==> src/rtl/rv32_mmio_uart_tx_pkg.sv <==
// rv32_mmio_uart_tx_pkg
//   Shared types for the MMIO UART transmitter: the core data-request bus
//   record, the register offsets inside the 16-byte window, and the
//   transmitter state encoding.
package rv32_mmio_uart_tx_pkg;

  typedef enum logic [1:0] {
    MEM_NONE  = 2'd0,
    MEM_READ  = 2'd1,
    MEM_WRITE = 2'd2
  } mem_op_t;

  typedef struct packed {
    mem_op_t     op;
    logic [31:0] addr;
    logic [31:0] data;
  } memory_request_t;

  localparam logic [3:0] UART_REG_DATA   = 4'h0;
  localparam logic [3:0] UART_REG_STATUS = 4'h4;
  localparam logic [3:0] UART_REG_DIV    = 4'h8;
  localparam logic [3:0] UART_REG_CTRL   = 4'hC;

  typedef enum logic [1:0] {
    IDLE  = 2'd0,
    START = 2'd1,
    DATA  = 2'd2,
    STOP  = 2'd3
  } uart_tx_state_t;

  // Byte lane bits of the window offset are ignored: registers are word-wide.
  function automatic logic [3:0] uart_reg_offset(input logic [31:0] off);
    return {off[3:2], 2'b00};
  endfunction

endpackage

==> src/rtl/rv32_mmio_uart_tx_fifo.sv <==
// rv32_sync_fifo
//   Single-clock FIFO with registered pointers, intended to be reused by a
//   future receive path. Pop is serviced before push, so a push into a full
//   FIFO is accepted when a pop happens in the same cycle.
// Ports
//   clk, resetn        clock, async active-low reset (discards contents)
//   push_i, wdata_i    write strobe and data (ignored when full and no pop)
//   pop_i              read strobe (ignored when empty)
//   rdata_o            head entry, valid while !empty_o
//   full_o, empty_o    occupancy flags
module rv32_sync_fifo #(
  parameter int WIDTH = 8,
  parameter int DEPTH = 8
) (
  input  logic             clk,
  input  logic             resetn,
  input  logic             push_i,
  input  logic [WIDTH-1:0] wdata_i,
  input  logic             pop_i,
  output logic [WIDTH-1:0] rdata_o,
  output logic             full_o,
  output logic             empty_o
);

  localparam int AW = (DEPTH > 1) ? $clog2(DEPTH) : 1;
  localparam int CW = $clog2(DEPTH + 1);

  logic [WIDTH-1:0] mem_q [DEPTH];
  logic [AW-1:0]    wr_ptr_q, rd_ptr_q;
  logic [CW-1:0]    count_q;
  logic             do_push, do_pop;

  assign empty_o = (count_q == '0);
  assign full_o  = (count_q == CW'(DEPTH));
  assign do_pop  = pop_i && !empty_o;
  assign do_push = push_i && (!full_o || do_pop);
  assign rdata_o = mem_q[rd_ptr_q];

  always_ff @(posedge clk) begin
    if (do_push) mem_q[wr_ptr_q] <= wdata_i;
  end

  always_ff @(posedge clk or negedge resetn) begin
    if (!resetn) begin
      wr_ptr_q <= '0;
      rd_ptr_q <= '0;
      count_q  <= '0;
    end else begin
      if (do_push) wr_ptr_q <= wr_ptr_q + AW'(1);
      if (do_pop)  rd_ptr_q <= rd_ptr_q + AW'(1);
      case ({do_push, do_pop})
        2'b10:   count_q <= count_q + CW'(1);
        2'b01:   count_q <= count_q - CW'(1);
        default: count_q <= count_q;
      endcase
    end
  end

endmodule

==> src/rtl/rv32_mmio_uart_tx.sv <==
// rv32_mmio_uart_tx
//   MMIO responder for one slot of the core data-request bus. Writes to DATA
//   queue bytes in a TX FIFO which are sent 8N1 on uart_tx. A request accepted
//   in cycle N is answered with a one-cycle request_done in N+1; read data is
//   registered at the same edge and held until the next accepted read.
//   Optional feature macro: RV32_UART_TX_IRQ_EN (adds irq port and CTRL.irq_en).
// Ports
//   clk, resetn     clock, async active-low reset
//   data_request    core data request (op, addr, data)
//   request_done    one-cycle response pulse
//   data_out        read data, held between reads
//   uart_tx         serial line, idle high
//   irq             (RV32_UART_TX_IRQ_EN only) irq_en & fifo empty & idle
//
// state | meaning
// IDLE  | line high, waiting for a queued byte
// START | start bit (low) for DIV+1 cycles
// DATA  | 8 data bits LSB first, DIV+1 cycles each
// STOP  | stop bit (high) for DIV+1 cycles
module rv32_mmio_uart_tx
  import rv32_mmio_uart_tx_pkg::*;
#(
  parameter logic [31:0] BASE_ADDR   = 32'h8000_0000,
  parameter int          FIFO_DEPTH  = 8,
  parameter logic [15:0] DEFAULT_DIV = 16'd867
) (
  input  logic            clk,
  input  logic            resetn,
  input  memory_request_t data_request,
  output logic            request_done,
  output logic [31:0]     data_out,
  output logic            uart_tx
`ifdef RV32_UART_TX_IRQ_EN
  ,
  output logic            irq
`endif
);

  logic [31:0]    offset;
  logic [3:0]     reg_off;
  logic           in_win, accept, acc_rd, acc_wr;
  logic           req_done_q;
  logic [31:0]    data_out_q, rd_val, ctrl_rd;
  logic [15:0]    div_q;
  logic           ovf_q;
  logic           irq_pend, busy;

  logic           fifo_push, fifo_pop, fifo_full, fifo_empty;
  logic [7:0]     fifo_rdata;

  uart_tx_state_t state_q;
  logic [15:0]    cnt_q, frame_div_q;
  logic [2:0]     bit_q;
  logic [7:0]     shift_q;
  logic           tx_q;

  // Unsigned offset from base: anything outside [0,15] is someone else's slot.
  assign offset  = data_request.addr - BASE_ADDR;
  assign reg_off = uart_reg_offset(offset);
  assign in_win  = (offset[31:4] == 28'd0);
  assign accept  = (data_request.op != MEM_NONE) && in_win && !req_done_q;
  assign acc_rd  = accept && (data_request.op == MEM_READ);
  assign acc_wr  = accept && (data_request.op == MEM_WRITE);

  logic unused_bits;
  assign unused_bits = ^{data_request.data[31:16], offset[1:0]};

  assign busy      = (state_q != IDLE);
  assign fifo_push = acc_wr && (reg_off == UART_REG_DATA);
  assign fifo_pop  = !fifo_empty &&
                     ((state_q == IDLE) || ((state_q == STOP) && (cnt_q == 16'd0)));

  rv32_sync_fifo #(
    .WIDTH (8),
    .DEPTH (FIFO_DEPTH)
  ) u_fifo (
    .clk     (clk),
    .resetn  (resetn),
    .push_i  (fifo_push),
    .wdata_i (data_request.data[7:0]),
    .pop_i   (fifo_pop),
    .rdata_o (fifo_rdata),
    .full_o  (fifo_full),
    .empty_o (fifo_empty)
  );

`ifdef RV32_UART_TX_IRQ_EN
  logic irq_en_q, irq_en_d, irq_q, wr_ctrl;

  assign wr_ctrl = acc_wr && (reg_off == UART_REG_CTRL);

  always_comb begin
    irq_en_d = irq_en_q;
    if (wr_ctrl) irq_en_d = data_request.data[0];
  end

  // Uses the next enable so clearing CTRL drops irq alongside request_done.
  always_ff @(posedge clk or negedge resetn) begin
    if (!resetn) begin
      irq_en_q <= 1'b0;
      irq_q    <= 1'b0;
    end else begin
      irq_en_q <= irq_en_d;
      irq_q    <= irq_en_d & fifo_empty & !busy;
    end
  end

  assign irq      = irq_q;
  assign irq_pend = irq_q;
  assign ctrl_rd  = {31'd0, irq_en_q};
`else
  assign irq_pend = 1'b0;
  assign ctrl_rd  = 32'd0;
`endif

  always_comb begin
    rd_val = 32'd0;
    case (reg_off)
      UART_REG_STATUS: rd_val = {27'd0, ovf_q, busy, fifo_full, fifo_empty, irq_pend};
      UART_REG_DIV:    rd_val = {16'd0, div_q};
      UART_REG_CTRL:   rd_val = ctrl_rd;
      default:         rd_val = 32'd0;
    endcase
  end

  always_ff @(posedge clk or negedge resetn) begin
    if (!resetn) begin
      req_done_q <= 1'b0;
      data_out_q <= 32'd0;
      div_q      <= DEFAULT_DIV;
      ovf_q      <= 1'b0;
    end else begin
      req_done_q <= accept;
      if (acc_rd) data_out_q <= rd_val;
      if (acc_wr && (reg_off == UART_REG_DIV)) div_q <= data_request.data[15:0];
      // A push into a full FIFO only loses the byte when no pop frees a slot.
      if (fifo_push && fifo_full && !fifo_pop)
        ovf_q <= 1'b1;
      else if (acc_wr && (reg_off == UART_REG_STATUS) && data_request.data[4])
        ovf_q <= 1'b0;
    end
  end

  // The divisor is latched per frame so a DIV write never stretches a frame
  // that is already on the line.
  always_ff @(posedge clk or negedge resetn) begin
    if (!resetn) begin
      state_q     <= IDLE;
      cnt_q       <= 16'd0;
      frame_div_q <= 16'd0;
      bit_q       <= 3'd0;
      shift_q     <= 8'd0;
      tx_q        <= 1'b1;
    end else begin
      case (state_q)
        IDLE: begin
          if (!fifo_empty) begin
            state_q     <= START;
            tx_q        <= 1'b0;
            cnt_q       <= div_q;
            frame_div_q <= div_q;
            shift_q     <= fifo_rdata;
          end
        end
        START: begin
          if (cnt_q == 16'd0) begin
            state_q <= DATA;
            tx_q    <= shift_q[0];
            shift_q <= {1'b0, shift_q[7:1]};
            bit_q   <= 3'd0;
            cnt_q   <= frame_div_q;
          end else begin
            cnt_q <= cnt_q - 16'd1;
          end
        end
        DATA: begin
          if (cnt_q == 16'd0) begin
            cnt_q <= frame_div_q;
            if (bit_q == 3'd7) begin
              state_q <= STOP;
              tx_q    <= 1'b1;
            end else begin
              bit_q   <= bit_q + 3'd1;
              tx_q    <= shift_q[0];
              shift_q <= {1'b0, shift_q[7:1]};
            end
          end else begin
            cnt_q <= cnt_q - 16'd1;
          end
        end
        STOP: begin
          if (cnt_q == 16'd0) begin
            if (!fifo_empty) begin
              state_q     <= START;
              tx_q        <= 1'b0;
              cnt_q       <= div_q;
              frame_div_q <= div_q;
              shift_q     <= fifo_rdata;
            end else begin
              state_q <= IDLE;
            end
          end else begin
            cnt_q <= cnt_q - 16'd1;
          end
        end
        default: state_q <= IDLE;
      endcase
    end
  end

  assign request_done = req_done_q;
  assign data_out     = data_out_q;
  assign uart_tx      = tx_q;

endmodule

==> config.mk <==
export PLATFORM = sky130hd
export DESIGN_NAME = rv32_mmio_uart_tx
export DESIGN_NICKNAME = d
export VERILOG_FILES = /design/src/rtl/rv32_mmio_uart_tx_pkg.sv /design/src/rtl/rv32_mmio_uart_tx_fifo.sv /design/src/rtl/rv32_mmio_uart_tx.sv
export SDC_FILE = /design/constraint.sdc
export NUM_CORES = 1
export LEC_CHECK = 0
export CORE_ASPECT_RATIO = 0.75
export CORE_MARGIN = 3
export CORE_UTILIZATION = 50
export CTS_BUF_LIST = sky130_fd_sc_hd__clkbuf_8
export DETAILED_ROUTE_END_ITERATION = 12
export PLACE_DENSITY = 0.74
export SETUP_SLACK_MARGIN = 0.1
export SYNTH_ARGS = -nofsm -noshare
export SYNTH_HDL_FRONTEND = slang
export SYNTH_SLANG_ARGS = --single-unit
==> constraint.sdc <==
create_clock -name clk -period 8.45 [get_ports clk]
set_input_delay 0.845 -clock clk [delete_from_list [all_inputs] [get_ports clk]]
set_output_delay 0.845 -clock clk [all_outputs]
set_load 0.01 [all_outputs]
# Word-level counts from Yosys, hierarchy flattened
# Memories as Yosys holds them, arrays and structs flattened.
# Cells that the tools add are included.
# totals
regBits	106
latchBits	0
ram_bits	64
rom_bits	0
input_bits	68
output_inout_bits	34
word_cells	111
n_memories	1
# classes
add_sub_neg	7
multipliers	0
div_mod_pow	0
n_lt_le_gt_ge	0
eq_ne	17
n_shift	0
muxes	36
n_bitwise	0
n_reduce_logical	37
# mem_list
memory	depth	width	read_ports	rd_ports_with_merged_regs	wr	line	text
u_fifo.mem_q	8	8	1	0	1	rv32_mmio_uart_tx_fifo.sv:28	logic [WIDTH-1:0] mem_q [DEPTH];
# op_table
cell	n
2-to-1 mux 16 bit	5
one-hot mux 16 bit (2 select lines)	2
one-hot mux 16 bit (3 select lines)	1
2-to-1 mux 8 bit	5
one-hot mux 8 bit (4 select lines)	1
subtractor 32 bit, second input constant	1
logical NOT 28 bit	1
logical NOT 16 bit	1
subtractor 16 x 1 -> 16 bit, second input constant	1
logical AND 1 bit	14
nonzero test 2 bit	6
equality test 2 bit, second input constant	5
2-to-1 mux 1 bit	10
2-to-1 mux 2 bit	5
!= test 2 bit, second input constant	5
adder 3 x 1 -> 3 bit, second input constant	3
2-to-1 mux 3 bit	3
equality test 2 x 1 -> 1 bit, second input constant	4
logical NOT 4 bit	2
one-hot mux 2 bit (4 select lines)	1
one-hot mux 4 bit (2 select lines)	1
AND reduction 4 bit	2
one-hot mux 3 bit (2 select lines)	1
AND reduction 5 bit	1
other kinds (12)	16

# Depth between registers and ports, before layout
# depth
ltp_word	9
depth_mapped	13
mapped_depth_nobuf	13

# Cells and area by module
# From an unflattened synthesis, not the netlist that was laid out.
# hier_totals
hier_cells	575
hier_area_um2	7477.2
# modules_own_cells
mod	instances	cells_per_inst	area_each_um2	seq_area_each_um2
rv32_mmio_uart_tx	1	413	4364.2	2010.7
rv32_sync_fifo	1	162	3113.0	2172.1

# Least setup slack after synthesis
# No wires, ideal clock.
# synth_path
path_type	input to register
startpoint	input port data_request[38] in the netlist's numbering
endpoint	memory u_fifo.mem_q[1][0] (enable)
setup_time_ps	398
arrival_time_ps	3026
required_ps	8052
setup_slack_ps	5026
stages	6
n_path_buf	1
cell_sequence	or4_1 nor4_1 and3_1 buf_4 nand3_2 nor4b_1
# synth_via
elab_chain_cells	9
# synth_lines
element	line	text
from (decl)	rv32_mmio_uart_tx.sv:29	input memory_request_t data_request,
subtractor 32 bit	rv32_mmio_uart_tx.sv:58	assign offset = data_request.addr - BASE_ADDR;
logical NOT 28 bit	rv32_mmio_uart_tx.sv:60	assign in_win = (offset[31:4] == 28'd0);
logical AND 1 bit (2 in a row)	rv32_mmio_uart_tx.sv:61	assign accept = (data_request.op != MEM_NONE) && in_win && !req_done_q;
via accept	rv32_mmio_uart_tx.sv:41	logic in_win, accept, acc_rd, acc_wr;
logical AND 1 bit	rv32_mmio_uart_tx.sv:63	assign acc_wr = accept && (data_request.op == MEM_WRITE);
logical AND 1 bit	rv32_mmio_uart_tx.sv:69	assign fifo_push = acc_wr && (reg_off == UART_REG_DATA);
logical AND 1 bit	rv32_mmio_uart_tx_fifo.sv:36	assign do_push = push_i && (!full_o || do_pop);
2-to-1 mux 1 bit	rv32_mmio_uart_tx_fifo.sv:40	if (do_push) mem_q[wr_ptr_q] <= wdata_i;
2-to-1 mux 1 bit (not written as such)	rv32_mmio_uart_tx_fifo.sv:40	
to (decl)	rv32_mmio_uart_tx_fifo.sv:28	
# The timed path passes the listed nets, and every way through them passes these cells.

# Worst setup path in the final report
# layout_path
startpoint	input port data_request[38] in the netlist's numbering
endpoint	memory u_fifo.mem_q[5][1] (enable)
# layout_via
elab_chain_cells	9
# layout_lines
element	line
subtractor 32 bit	rv32_mmio_uart_tx.sv:58
logical NOT 28 bit	rv32_mmio_uart_tx.sv:60
logical AND 1 bit (2 in a row)	rv32_mmio_uart_tx.sv:61
logical AND 1 bit	rv32_mmio_uart_tx.sv:63
logical AND 1 bit	rv32_mmio_uart_tx.sv:69
logical AND 1 bit	rv32_mmio_uart_tx_fifo.sv:36
2-to-1 mux 1 bit	rv32_mmio_uart_tx_fifo.sv:40
2-to-1 mux 1 bit (not written as such)	rv32_mmio_uart_tx_fifo.sv:40
# Every way passes these cells.

==> Implementation_results.wiki <==
{| class="wikitable"
! Metric !! Value
|-
| Status || complete, no violations
|-
| Signed area change from the synthesized netlist to the final layout || 15.8%
|-
| Number of hold-repair buffers added at the cts stage || 0
|-
| Final setup viols || 0
|-
| Final number of max-transition violations || 0
|-
| Kind of end point of the critical path || flip-flop
|-
| Total negative slack for setup checks || 0 ns
|-
| Depth of the worst register-to-register path || 7
|-
| Pwr Density || around 160 nW/µm²
|-
| DR iter-0 viols || 303
|-
| Floorplan die width || between 100 and 150 µm
|-
| Pin slew with the least headroom to its limit || around 1.2 ns
|-
| Cell at the root of the clock tree || clkbuf_8
|-
| Sum of routed wire length over all layers || about 15,000 µm
|-
| Number of vias after detailed routing || ~4,600
|-
| Required arrival time at the worst endpoint || around 8.5 ns
|-
| Most used cells in the layout excluding fill and tap cells || dfrtp_1, clkdlybuf4s50_1, edfxtp_1
|-
| Global-route wire length before repair || 24,100 µm
|-
| H-tree depth || 4
|-
| Die area || roughly 16,000 µm²
|-
| Core area || ~14,000 µm²
|-
| # clock sinks || ~150
|-
| Post-route clock skew || a little over 0.007 ns
|-
| Number of flops mapped to enable cells by yosys || 64
|-
| Proportion of layout cells with a drive suffix above 1 || 18.5%
|-
| Maximum clock frequency || approximately 300 MHz
|-
| Vias in the first global route || ~4,700
|-
| Number of synthesis warnings || 0
|-
| Avg Vias per Cell || approximately 5.6
|-
| Number of gates resized after cts || 0
|-
| All-Layer GR Usage || about 20%
|-
| Count of TritonRoute iterations in the first routing pass || 6
|-
| Remaining design rule violation count || 0
|-
| Total clock buffers created by CTS || 17
|-
| Leading cell type in the layout, fill and taps excluded || dfrtp_1
|-
| Worst slew slack as a fraction of its limit || 21.3%
|-
| Combined area of all synthesized cells || around 7200 µm²
|-
| Overflow after GRT || 0
|-
| Final weighted congestion in routability-driven placement || 0.832
|-
| Hold violation total from the final report || 0
|-
| Final Net Count || about 690
|-
| Count of input and output buffers || 67
|-
| Reg clk slew, reported paths || 0.08 ns
|-
| Register area share after synthesis || 57.9%
|-
| Die span in y || 110 µm
|-
| CTS tree || done
|-
| Number of register bits inferred by synthesis || 154
|-
| Maximum number of pins on one net before global-route repair || slightly above 70
|-
| Share of flip-flops with an asynchronous set or reset || roughly three fifths
|-
| WL per Instance || between 15 and 20 µm
|-
| Tightest Hold Check Type || in2async
|-
| Number of fill cells in the layout || 1,101
|-
| Number of standard cells after synthesis || 543
|-
| IR drop worst, VDD || 0.0000931 V
|-
| Post-layout minimum cycle time || around 3.3 ns
|-
| Final HPWL from detailed placement || 9810 µm
|-
| Portion of the clock cycle consumed by the worst path in the final layout || 39.3%
|-
| Setup repair after global routing missed its margin || no
|-
| Startpoint-to-endpoint class of the critical path || in2reg
|-
| Number of standard-cell rows in the floorplan || 37
|-
| Final cell utilization of the core || between 60 and 70%
|-
| Worst skew pair latency || between 0.4 and 0.5 ns
|-
| Post-Synthesis Mean Instance Area || around 13 µm²
|-
| Unique masters post-synth || 60
|-
| Startpoint types || primary input
|-
| Initial antenna violation count || 0
|-
| Number of antenna diodes || 0
|-
| Count of maximum capacitance violations || 0
|-
| Number of placed I/O pins || roughly 100
|-
| Count of antenna-violating nets left after detailed routing || 0
|-
| Critical Path AT || about 3.4 ns
|-
| Largest fanout on the critical path || 8
|-
| Most instantiated flip-flop cell in the synthesis netlist || dfrtp_1
|-
| Leakage power || around 3.4 nW
|-
| Clock buffer depth || 2
|-
| Postcts setup bufs || 0
|-
| Initial Util || roughly half
|}
[flip-flops by register name, indices dropped and copies added, names as in the netlist, 4 cells and up]
signal and flops:
u_fifo.mem_q 64, cnt_q 16, data_out 16, div_q 16, frame_div_q 16, shift_q 8
u_fifo.count_q 4
[cell families (layout without fill, tap and decap cells)]
family                   count (synthesis)  in the layout  synth area share, %
flip-flops                             154            154                 57.9
AND/OR/NAND/NOR                        106            106                 8.63
AO/OA/AOI/OAI                           89             89                 8.13
multiplexers                            83             83                 15.0
buffers and inverters                   74            136                 4.94
XOR/XNOR                                20             20                 2.43
adder cells (fa/ha/maj)                 16             16                 2.88
other                                    1             16               0.0519
[stage by stage]
step / cells / instance area [µm²] / power, W / worst slack (ns) / hold slack, ns
floorplan: 558 / 7280 / 0.000859 / 5.03 / 0.457
global placement: 784 / 8020 / 0.000893 / 4.71 / 0.467
detailed placement: 784 / 8020 / 0.000901 / 4.66 / 0.476
CTS: 815 / 8360 / 0.00139 / 5.15 / 0.248
global route: 815 / 8360 / 0.00144 / 4.93 / 0.260
finish: 815 / 8360 / 0.00138 / 5.13 / 0.271
[worst max-delay path: stages]
cell	delay, ns
clkdlybuf4s50_1	0.39
or4_1	0.52
nor4_1	0.24
and3_1	0.34
nand4_1	0.23
nor3b_2	0.82
[power breakdown]
group          switching (W)  total [W]  internal, W
Clock               0.000269   0.000496     0.000226
Sequential        0.00000487   0.000789     0.000784
Combinational      0.0000501  0.0000946    0.0000444
[cell type report]
type | count | area (µm²) | area share (%)
Clock buffer | 17 | 234 | 2.80
Clock inverter | 14 | 110 | 1.32
Inverter | 29 | 109 | 1.30
Multi-Input combinational cell | 330 | 2750 | 32.9
Sequential cell | 154 | 4180 | 50.0
Tap cell | 195 | 244 | 2.92
Timing Repair Buffer | 76 | 736 | 8.80
[layer usage]
metal	track usage [%]	up-vias	part of all wire, %
met5	0	-	0
met2	30.3	162	47
met4	5.59	0	0.84
met3	5.43	12	6.8
met1	28.7	2293	46
li1	-	2103	-
[cell usage after synthesis, drive strengths merged, types with 2 or more instances]
| library cell | n | area [µm²] |
|---|---|---|
| dfrtp | 83 | 2080 |
| edfxtp | 64 | 1920 |
| mux2 | 43 | 484 |
| o21ai | 32 | 171 |
| inv | 29 | 109 |
| buf | 27 | 180 |
| mux2i | 24 | 240 |
| nand2 | 21 | 81.3 |
| nand3 | 19 | 100 |
| clkbuf | 18 | 67.6 |
| nor2 | 18 | 67.6 |
| o22ai | 17 | 106 |
| a22oi | 16 | 120 |
| mux4 | 16 | 360 |
| ha | 15 | 188 |
| xnor2 | 11 | 96.3 |
| xor2 | 9 | 78.8 |
| nor4 | 8 | 65.1 |
| a21oi | 7 | 46.3 |
| a22o | 7 | 61.3 |
| dfstp | 7 | 184 |
| nor3 | 6 | 46.3 |
| or4 | 6 | 45.0 |
| and2 | 5 | 31.3 |
| nand4 | 4 | 25.0 |
| nor3b | 4 | 35.0 |
| nor4b | 3 | 26.3 |
| nand2b | 2 | 12.5 |
| nand4b | 2 | 32.5 |
| nor2b | 2 | 12.5 |
| or3 | 2 | 12.5 |
[final timing paths]
check	from	slack [ns]	to
worst max-delay path	data_request[38]	5.13	u_fifo.mem_q[5][1]
max in group asynchronous	resetn	7.01	shift_q[4]
min in group clk	shift_q[5]	0.50	shift_q[5]
worst max register to register	cnt_q[0]	5.27	u_fifo.mem_q[5][1]
worst min-delay path	resetn	0.27	request_done
worst min register to register	shift_q[5]	0.50	shift_q[5]
Power figures use the tool's default switching activity.
